$ cat config.mk
export PLATFORM = sky130hd
export DESIGN_NAME = fb_scanout_arbiter
export DESIGN_NICKNAME = d
export VERILOG_FILES = /design/src/rtl/fb_pkg.sv /design/src/rtl/vga_pipe_delay.sv /design/src/rtl/fb_scanout_arbiter.sv
export SDC_FILE = /design/constraint.sdc
export NUM_CORES = 1
export LEC_CHECK = 0
export ABC_AREA = 1
export ABC_CLOCK_PERIOD_IN_PS = 2300
export CORE_MARGIN = 5
export CORE_UTILIZATION = 64
export DETAILED_ROUTE_END_ITERATION = 10
export DONT_BUFFER_PORTS = 1
export PLACE_DENSITY = 0.88
export SETUP_SLACK_MARGIN = 0.15
export SLEW_MARGIN = 20
export SYNTH_ARGS = -nofsm -noshare
export SYNTH_HDL_FRONTEND = slang
export SYNTH_SLANG_ARGS = --single-unit
export TNS_END_PERCENT = 20
$ cat constraint.sdc
create_clock -name clk -period 2.3 [get_ports clk]
set_input_delay 0.23 -clock clk [delete_from_list [all_inputs] [get_ports clk]]
set_output_delay 0.23 -clock clk [all_outputs]
set_load 0.01 [all_outputs]
$ cat src/rtl/fb_pkg.sv
// Shared constants, types and state encoding for the frame-buffer scanout arbiter.
package fb_pkg;

   localparam int FB_W       = 160;
   localparam int FB_H       = 120;
   localparam int SCALE_LOG2 = 2;
   localparam int PIX_W      = 8;
   localparam int ADDR_W     = 15;
   localparam int FB_WORDS   = FB_W * FB_H;

   typedef logic [ADDR_W-1:0] addr_t;
   typedef logic [PIX_W-1:0]  pix_t;

   typedef enum logic {
      IDLE,
      CLEAR
   } arb_state_t;

endpackage

$ cat src/rtl/vga_pipe_delay.sv
// Two-stage delay for the timing-generator sync and visible-area flags, so they
// line up with pixels that take two cycles to come back from the frame buffer.
module vga_pipe_delay (
   input  logic clk,
   input  logic reset,
   input  logic hsync,
   input  logic vsync,
   input  logic valid,
   output logic hsync_d,
   output logic vsync_d,
   output logic de_d
);

   logic hsync_s1;
   logic vsync_s1;
   logic de_s1;

   // Syncs are active-low, so both stages idle high out of reset.
   always_ff @(posedge clk or posedge reset) begin
      if (reset) begin
         hsync_s1 <= 1'b1;
         vsync_s1 <= 1'b1;
         de_s1    <= 1'b0;
         hsync_d  <= 1'b1;
         vsync_d  <= 1'b1;
         de_d     <= 1'b0;
      end else begin
         hsync_s1 <= hsync;
         vsync_s1 <= vsync;
         de_s1    <= valid;
         hsync_d  <= hsync_s1;
         vsync_d  <= vsync_s1;
         de_d     <= de_s1;
      end
   end

endmodule

$ cat src/rtl/fb_scanout_arbiter.sv
// Shares one single-port frame-buffer RAM between VGA scanout (never stalled),
// a handshaked pixel writer and a full-frame clear engine; upscales pixels 4x.
module fb_scanout_arbiter
   import fb_pkg::*;
(
   input  logic              clk,
   input  logic              reset,
   input  logic [9:0]        curr_col,
   input  logic [9:0]        curr_row,
   input  logic              HSYNC,
   input  logic              VSYNC,
   input  logic              valid,
   input  logic              wr_req,
   input  logic [ADDR_W-1:0] wr_addr,
   input  logic [PIX_W-1:0]  wr_data,
   output logic              wr_ack,
   input  logic              clear_start,
   input  logic [PIX_W-1:0]  clear_color,
   output logic              clear_busy,
   output logic              clear_done,
   output logic [ADDR_W-1:0] mem_addr,
   output logic              mem_we,
   output logic [PIX_W-1:0]  mem_wdata,
   input  logic [PIX_W-1:0]  mem_rdata,
   output logic              hsync_out,
   output logic              vsync_out,
   output logic              de_out,
   output logic [PIX_W-1:0]  rgb_out
);

   arb_state_t state;
   arb_state_t next_state;

   logic [9:0] fb_row;
   logic [9:0] fb_col;
   addr_t      scan_addr;
   logic       scan_slot;
   logic       scan_slot_q;
   pix_t       hold;

   addr_t      clear_cnt;
   pix_t       clear_col;
   logic       clear_write;
   logic       clear_last;
   logic       wr_in_range;

   // Only the first column of each 4-wide pixel needs a RAM read; the other
   // three cycles of the group are free for the writer or the clear engine.
   assign fb_row      = curr_row >> SCALE_LOG2;
   assign fb_col      = curr_col >> SCALE_LOG2;
   assign scan_slot   = valid && (curr_col[SCALE_LOG2-1:0] == '0);
   assign scan_addr   = addr_t'({fb_row, 7'd0}) + addr_t'({fb_row, 5'd0}) + addr_t'(fb_col);

   assign wr_in_range = (wr_addr < addr_t'(FB_WORDS));
   assign clear_last  = (clear_cnt == addr_t'(FB_WORDS - 1));
   assign clear_busy  = (state == CLEAR);

   // Port mux: scanout owns the RAM during its slot, otherwise the state picks
   // the writer or the clear engine. Grants are held off while reset is high.
   always_comb begin
      next_state  = state;
      wr_ack      = 1'b0;
      mem_we      = 1'b0;
      mem_addr    = scan_addr;
      mem_wdata   = clear_col;
      clear_write = 1'b0;
      if (!reset) begin
         case (state)
            IDLE: begin
               if (wr_req && !scan_slot) begin
                  wr_ack = 1'b1;
                  if (wr_in_range) begin
                     mem_we    = 1'b1;
                     mem_addr  = wr_addr;
                     mem_wdata = wr_data;
                  end
               end
               if (clear_start) begin
                  next_state = CLEAR;
               end
            end
            CLEAR: begin
               if (!scan_slot) begin
                  clear_write = 1'b1;
                  mem_we      = 1'b1;
                  mem_addr    = clear_cnt;
                  mem_wdata   = clear_col;
                  if (clear_last) begin
                     next_state = IDLE;
                  end
               end
            end
            default: next_state = IDLE;
         endcase
      end
   end

   always_ff @(posedge clk or posedge reset) begin
      if (reset) begin
         state <= IDLE;
      end else begin
         state <= next_state;
      end
   end

   // Clear engine bookkeeping; the fill colour is captured only on acceptance.
   always_ff @(posedge clk or posedge reset) begin
      if (reset) begin
         clear_cnt  <= '0;
         clear_col  <= '0;
         clear_done <= 1'b0;
      end else begin
         clear_done <= clear_write && clear_last;
         if (state == IDLE && clear_start) begin
            clear_col <= clear_color;
            clear_cnt <= '0;
         end else if (clear_write) begin
            clear_cnt <= clear_cnt + 1'b1;
         end
      end
   end

   // Read data returns one cycle after the slot; hold it for the whole group.
   always_ff @(posedge clk or posedge reset) begin
      if (reset) begin
         scan_slot_q <= 1'b0;
         hold        <= '0;
      end else begin
         scan_slot_q <= scan_slot;
         if (scan_slot_q) begin
            hold <= mem_rdata;
         end
      end
   end

   assign rgb_out = de_out ? hold : '0;

   vga_pipe_delay u_pipe (
      .clk     (clk),
      .reset   (reset),
      .hsync   (HSYNC),
      .vsync   (VSYNC),
      .valid   (valid),
      .hsync_d (hsync_out),
      .vsync_d (vsync_out),
      .de_d    (de_out)
   );

endmodule

==> out/metrics.cfg, run 1 <==
[final_layout]
area_growth_pct=7.94
post-route-util_pct=71.2
top_register=clear_cnt
drive_gt1_share_pct=14.3
diodes=0
final_area_sq_um=3080
reg_top3=clear_cnt x15, clear_col x8, hold x8
largest_reg_flops=15
final_nets=475

[setup_path]
crit_family=adder cells
crit_type=primary input to output pin
worstPathMaxFanout=3
rr_endpoint=clear_cnt[7]$_DFFE_PP0P_
cp-start-kind=primary input
cp.depth=13
critical_path_arrival_ns=1.93
endpoint_kind=output pin
cp.required_ns=2.07
slowest_delay_ns=0.54
path_buf_inv=3
cp_common_cell=nand2_2
worstRegToRegCells=6
path_cells=inv_8, fa_1, inv_2, fa_2, nand2_2, nand2_2, nand3_2, nand2_1, nand2_2, nand3_1, nand2_1, inv_1, a21oi_2
reg2reg_slack_ns=0.52
rr_startpoint=clear_busy$_DFFE_PP0N_
worst_path_max_delay_cell=fa_1

[logic_synthesis]
synth_seq_cells=40
yosys.area.top_type=dfrtp_1
seq_area_frac_synth_pct=35.3
synth_cell_types=34
yosysWarnings=0
yosysTopAreaCellShare_pct=31.6
avgSynthCellArea_sq_um=7.41
synth_common_cells=nand2_1, nand3_1, inv_1, dfrtp_1, nor2_1
synth_most_common_cell=nand2_1
netlist_instances=385
synth_area_sq_um=2850
synth_edf_count=0
postSynth.asyncResetShare_pct=100
synth_nets=469
synth_top_flop_cell=dfrtp_1
yosys-top-cells-area=dfrtp_1, nand2_1, nand3_1, ha_1, inv_1

[timing]
min_period_ns=2.16
relSlewSlack_pct=64.3
timing.final.crit_share_pct=93.8
hold_violations=0
tns_ns=0
skew_ns=0.0102
maxSlewViolCount=0
worst_pin_slew_ns=0.536
setup_violations=0
rsz0062_at_grt=true
fmax_mhz=464
holdWs_ns=0.0282

[routing]
via_count=2600
routed_wl_mm=7.09
drt_first_pass_iters=5
drt_iter0_drc=220
routedWlPerCell_um=16.0
drc_errors=0
postRouteAntennaNets=0
avgViaCountPerCell=5.86

[clock_tree]
clock_latency_ns=0.29
clk_pin_slew_ns=0.08
cts_root_buffer=clkbuf_8
cts_sinks=40
cts_buffer_depth=2
cts_buffers=5
cts_tree=yes
htree_levels=2

[grt]
use_met2_pct=37.9
gr-usage-all-layers_pct=22.9
grt-ovfl-total=0
grt_pass1_wl_mm=11.2
grt_max_degree=45
grt_use_met3_pct=5.27
antenna_found_initial=0
grt_use_met1_pct=29.8
grt-busiest-layer=met2
grt_pass1_vias=2396

[power_and_ir_drop]
power.share.switching_pct=37.0
p_leak_uw=0.00160
comb_power_share_pct=30.0
p_clk_share_pct=23.6
worst_ir_drop_vdd_mv=0.459
seqPwrFrac_pct=46.4
powerDensity_nw_per_um2=673
p_int_uw=1310
power.switching_uw=767
total_power_uw=2070

[floorplan]
core_area_sq_um=4320
chipWidth_um=76.8
die-area_sq_um=5890
io_pins=104
die_h_um=76.8
num_rows=24
initial_core_util_pct=65.9

[place]
gp_congestion=0.945
port_buffers=0
post_dp_cell_area_sq_um=2880
hpwl_mm=5.29

[run_status]
status=finished, final reports clean

[min_path]
hold_path_class=primary input to asynchronous set/reset pin

[run]
max-cap-violations=0

[per-layer routing]
metal  routed length (um)  vias up
li1                     -     1262
met1                 2790     1192
met2                 3510      130
met3                  640       16
met4                  140        0
met5                    0        -
[kinds of logic after synthesis]
family                   share of synthesized area, %
AO/OA/AOI/OAI                                    6.19
XOR/XNOR                                         2.46
flip-flops                                       35.3
buffers and inverters                            8.51
adder cells (fa/ha/maj)                          8.42
AND/OR/NAND/NOR                                  36.0
multiplexers                                     3.16
[metrics by stage]
step | worst slack (ns) | instances
6_report | 0.143 | 444
3_3_place_gp | 0.0532 | 430
2_1_floorplan | 0.154 | 385
5_1_grt | 0.0190 | 444
3_5_place_dp | -0.00579 | 430
4_1_cts | 0.137 | 443
[timing repair]
| action | CTS | global route |
|---|---|---|
| pin swaps | 9 | 6 |
| hold buffers | 3 | 0 |
| buffers inserted | 2 | 1 |
| resized for setup | 7 | 6 |
| endpoints found under the setup margin | 2 | 23 |
| gates cloned | 0 | 0 |
| endpoints found under the hold margin | 3 | 0 |
[power by group through the flow]
stage	sequential, uW	combinational (uW)	clock (uW)
floorplan	931	507	0
global route	978	697	532
CTS	958	606	494
detailed placement	971	591	0
global placement	963	571	0
finish	962	622	488
[worst max-delay path by stage]
stage | from | endpoint
after floorplan | curr_col[9] | mem_addr[14]
after global placement | curr_col[9] | mem_addr[14]
after detailed placement | curr_col[9] | mem_addr[14]
after CTS | curr_row[4] | mem_addr[14]
after global routing | curr_row[4] | mem_addr[14]
final | curr_row[4] | mem_addr[14]
[cells in the final DEF (no fill, tap or decap), types with 2 or more instances in the layout]
master,instances
a21oi_1,15
buf_4,6
clkbuf_8,6
clkinvlp_4,2
dfrtp_1,36
dfstp_2,4
dlygate4sd3_1,3
ha_1,16
inv_1,39
inv_2,5
mux2_2,8
nand2_1,121
nand2_2,4
nand2_4,4
nand3_1,48
nand3_2,5
nand4_1,5
nor2_1,18
nor3_1,14
o21ai_0,6
xnor2_1,3
xor2_1,5
[layout make-up]
class / count / area [sq um]
well taps: 52 / 65.1
inverters: 46 / 180
clock buffers: 6 / 82.6
multi-input cells: 288 / 1630
clock inverters: 2 / 15.0
fillers: 350 / 1250
flip-flops and latches: 40 / 1010
repair buffers: 10 / 95.1
Power figures use the tool's default switching activity.
==> run 2: changes to the inputs <==
Settings changed: CORE_UTILIZATION 64 to 40, PLACE_DENSITY 0.88 to 0.62.
==> out/metrics.cfg, run 2 (same netlist as run 1, synthesis figures left out) <==
[run_status]
status=finished, final reports clean

[timing]
fmax_mhz=464
worst_pin_slew_ns=0.659
timing.final.crit_share_pct=93.7
min_period_ns=2.16
maxSlewViolCount=0
relSlewSlack_pct=56.0
setup_slack_ns=0.145
skew_ns=0.00973
setup_violations=0
rsz0062_at_grt=true
hold_violations=0

[routing]
avgViaCountPerCell=5.11
drt_first_pass_iters=4
top_layer=met4
via_count=2504
drt_iter0_drc=206
drc_errors=0
postRouteAntennaNets=0
wl_met1_mm=3.13
routed-wl-met2_mm=3.51
wl_met3_um=464
routed_wl_mm=7.19
routedWlPerCell_um=14.7

[floorplan]
num_rows=30
io_pins=104
die-area_sq_um=8920
die_h_um=94.4
chipWidth_um=94.4
core_area_sq_um=6870
initial_core_util_pct=41.5

[place]
gp_congestion=0.828
port_buffers=0
pre_cts_ws_ns=-0.0231
hpwl_mm=5.55

[final_layout]
drive_gt1_share_pct=14.0
layout_common_cells=nand2_1, nand3_1, inv_1
top_register=clear_cnt
final_nets=477
reg_top3=clear_cnt x15, clear_col x8, hold x8
diodes=0
area_growth_pct=11.1
mostFrequentLayoutCell=nand2_1
largest_reg_flops=15

[min_path]
hold_path_class=primary input to flop
min_to=clear_col[7]$_DFFE_PP0P_
whs_path_depth=2
hold_start=clear_color[7]

[grt]
grt_pass1_vias=2565
grt_max_degree=28
grt-ovfl-total=0
gr-usage-all-layers_pct=17.0
grt_pass1_wl_mm=12.2
antenna_found_initial=0

[run]
max-cap-violations=0

[setup_path]
crit_family=adder cells
cp.required_ns=2.07
cp-start-kind=primary input
worstPathMaxFanout=3
cp.depth=13
crit_type=primary input to output pin
worst_path_max_delay_cell=fa_1
slowest_delay_ns=0.54
critical_path_arrival_ns=1.93
rr_startpoint=clear_cnt[0]$_DFFE_PP0P_
cp_common_cell=nand2_1
endpoint_kind=output pin
crit_path_start=curr_row[4]
rr_endpoint=clear_cnt[14]$_DFFE_PP0P_
path_buf_inv=2
reg2reg_slack_ns=0.72
path_cells=inv_8, fa_1, inv_2, fa_2, nand2_2, nand2_2, nand3_2, nand2_1, nand2_2, nand2_1, nand2_1, nand2_1, a21oi_2
worstRegToRegCells=6

[clock_tree]
cts_root_buffer=clkbuf_8
clk_pin_slew_ns=0.08
cts_sinks=40
cts_buffers=5
clock_latency_ns=0.30
cts_buffer_depth=2
htree_levels=2
cts_tree=yes

[power_and_ir_drop]
worst_ir_drop_vdd_mv=0.272
powerDensity_nw_per_um2=688
total_power_uw=2180
p_leak_uw=0.00163

==> run 2: cell types whose count changed in the layout (fill, tap and decap cells not counted), sizes merged <==
cell,delta
bufinv,+1
dlygate4sd3,+1
clkinvlp,-2
buf,+1
clkinv,+1
==> run 2: metrics by stage <==
stage | area [sq um] | hold WS (ns) | util (%) | cells | TNS, ns
5_1_grt | 3170 | 0.0391 | 46.1 | 490 | 0
2_1_floorplan | 2860 | 0.234 | - | 385 | 0
6_report | 3170 | 0.0374 | 46.1 | 490 | 0
3_5_place_dp | 2970 | 0.201 | 43.2 | 476 | -0.0231
4_1_cts | 3160 | 0.0313 | 46.0 | 490 | 0
3_3_place_gp | 2970 | 0.199 | 43.2 | 476 | 0
==> run 2: routing by layer <==
metal / vias up / global-route usage [%]
met2: 67 / 29.2
met5: - / 0
li1: 1264 / -
met1: 1162 / 21.7
met4: 0 / 4.57
met3: 11 / 3.51
==> run 2: repair_timing <==
action                                 CTS  global route
endpoints found under the hold margin   18             0
setup buffers                            2             0
gates resized for setup                  8             2
hold buffers                             4             0
pin swaps                               10             1
setup endpoints to repair                2            12
==> run 2: layout make-up <==
| cell class | instances | area, sq um |
|---|---|---|
| inverter | 46 | 180 |
| tap | 96 | 120 |
| multi-input combinational | 288 | 1630 |
| clock buffer | 6 | 82.6 |
| sequential | 40 | 1010 |
| fill | 705 | 3700 |
| clock inverter | 2 | 38.8 |
| timing repair buffer | 12 | 113 |
==> run 2: worst max path at each step <==
stage | end | slack (ns)
floorplan | mem_addr[14] | 0.15
global route | mem_addr[14] | 0.005
finish | mem_addr[14] | 0.14
detailed placement | mem_addr[14] | -0.02
CTS | mem_addr[14] | 0.13
global placement | mem_addr[14] | 0.03
==> run 2: where the power goes <==
| group | internal, uW | switching, uW |
|---|---|---|
| Clock | 355 | 256 |
| Sequential | 830 | 129 |
| Combinational | 229 | 382 |
==> run 2: worst reg2reg max path: stages (launching register included) <==
cell and delay, ns:
dfrtp_1 0.42, ha_1 0.24, nand3_1 0.17, nor3_1 0.29, nand4_1 0.14, nand4_1 0.10
o21ai_0 0.10
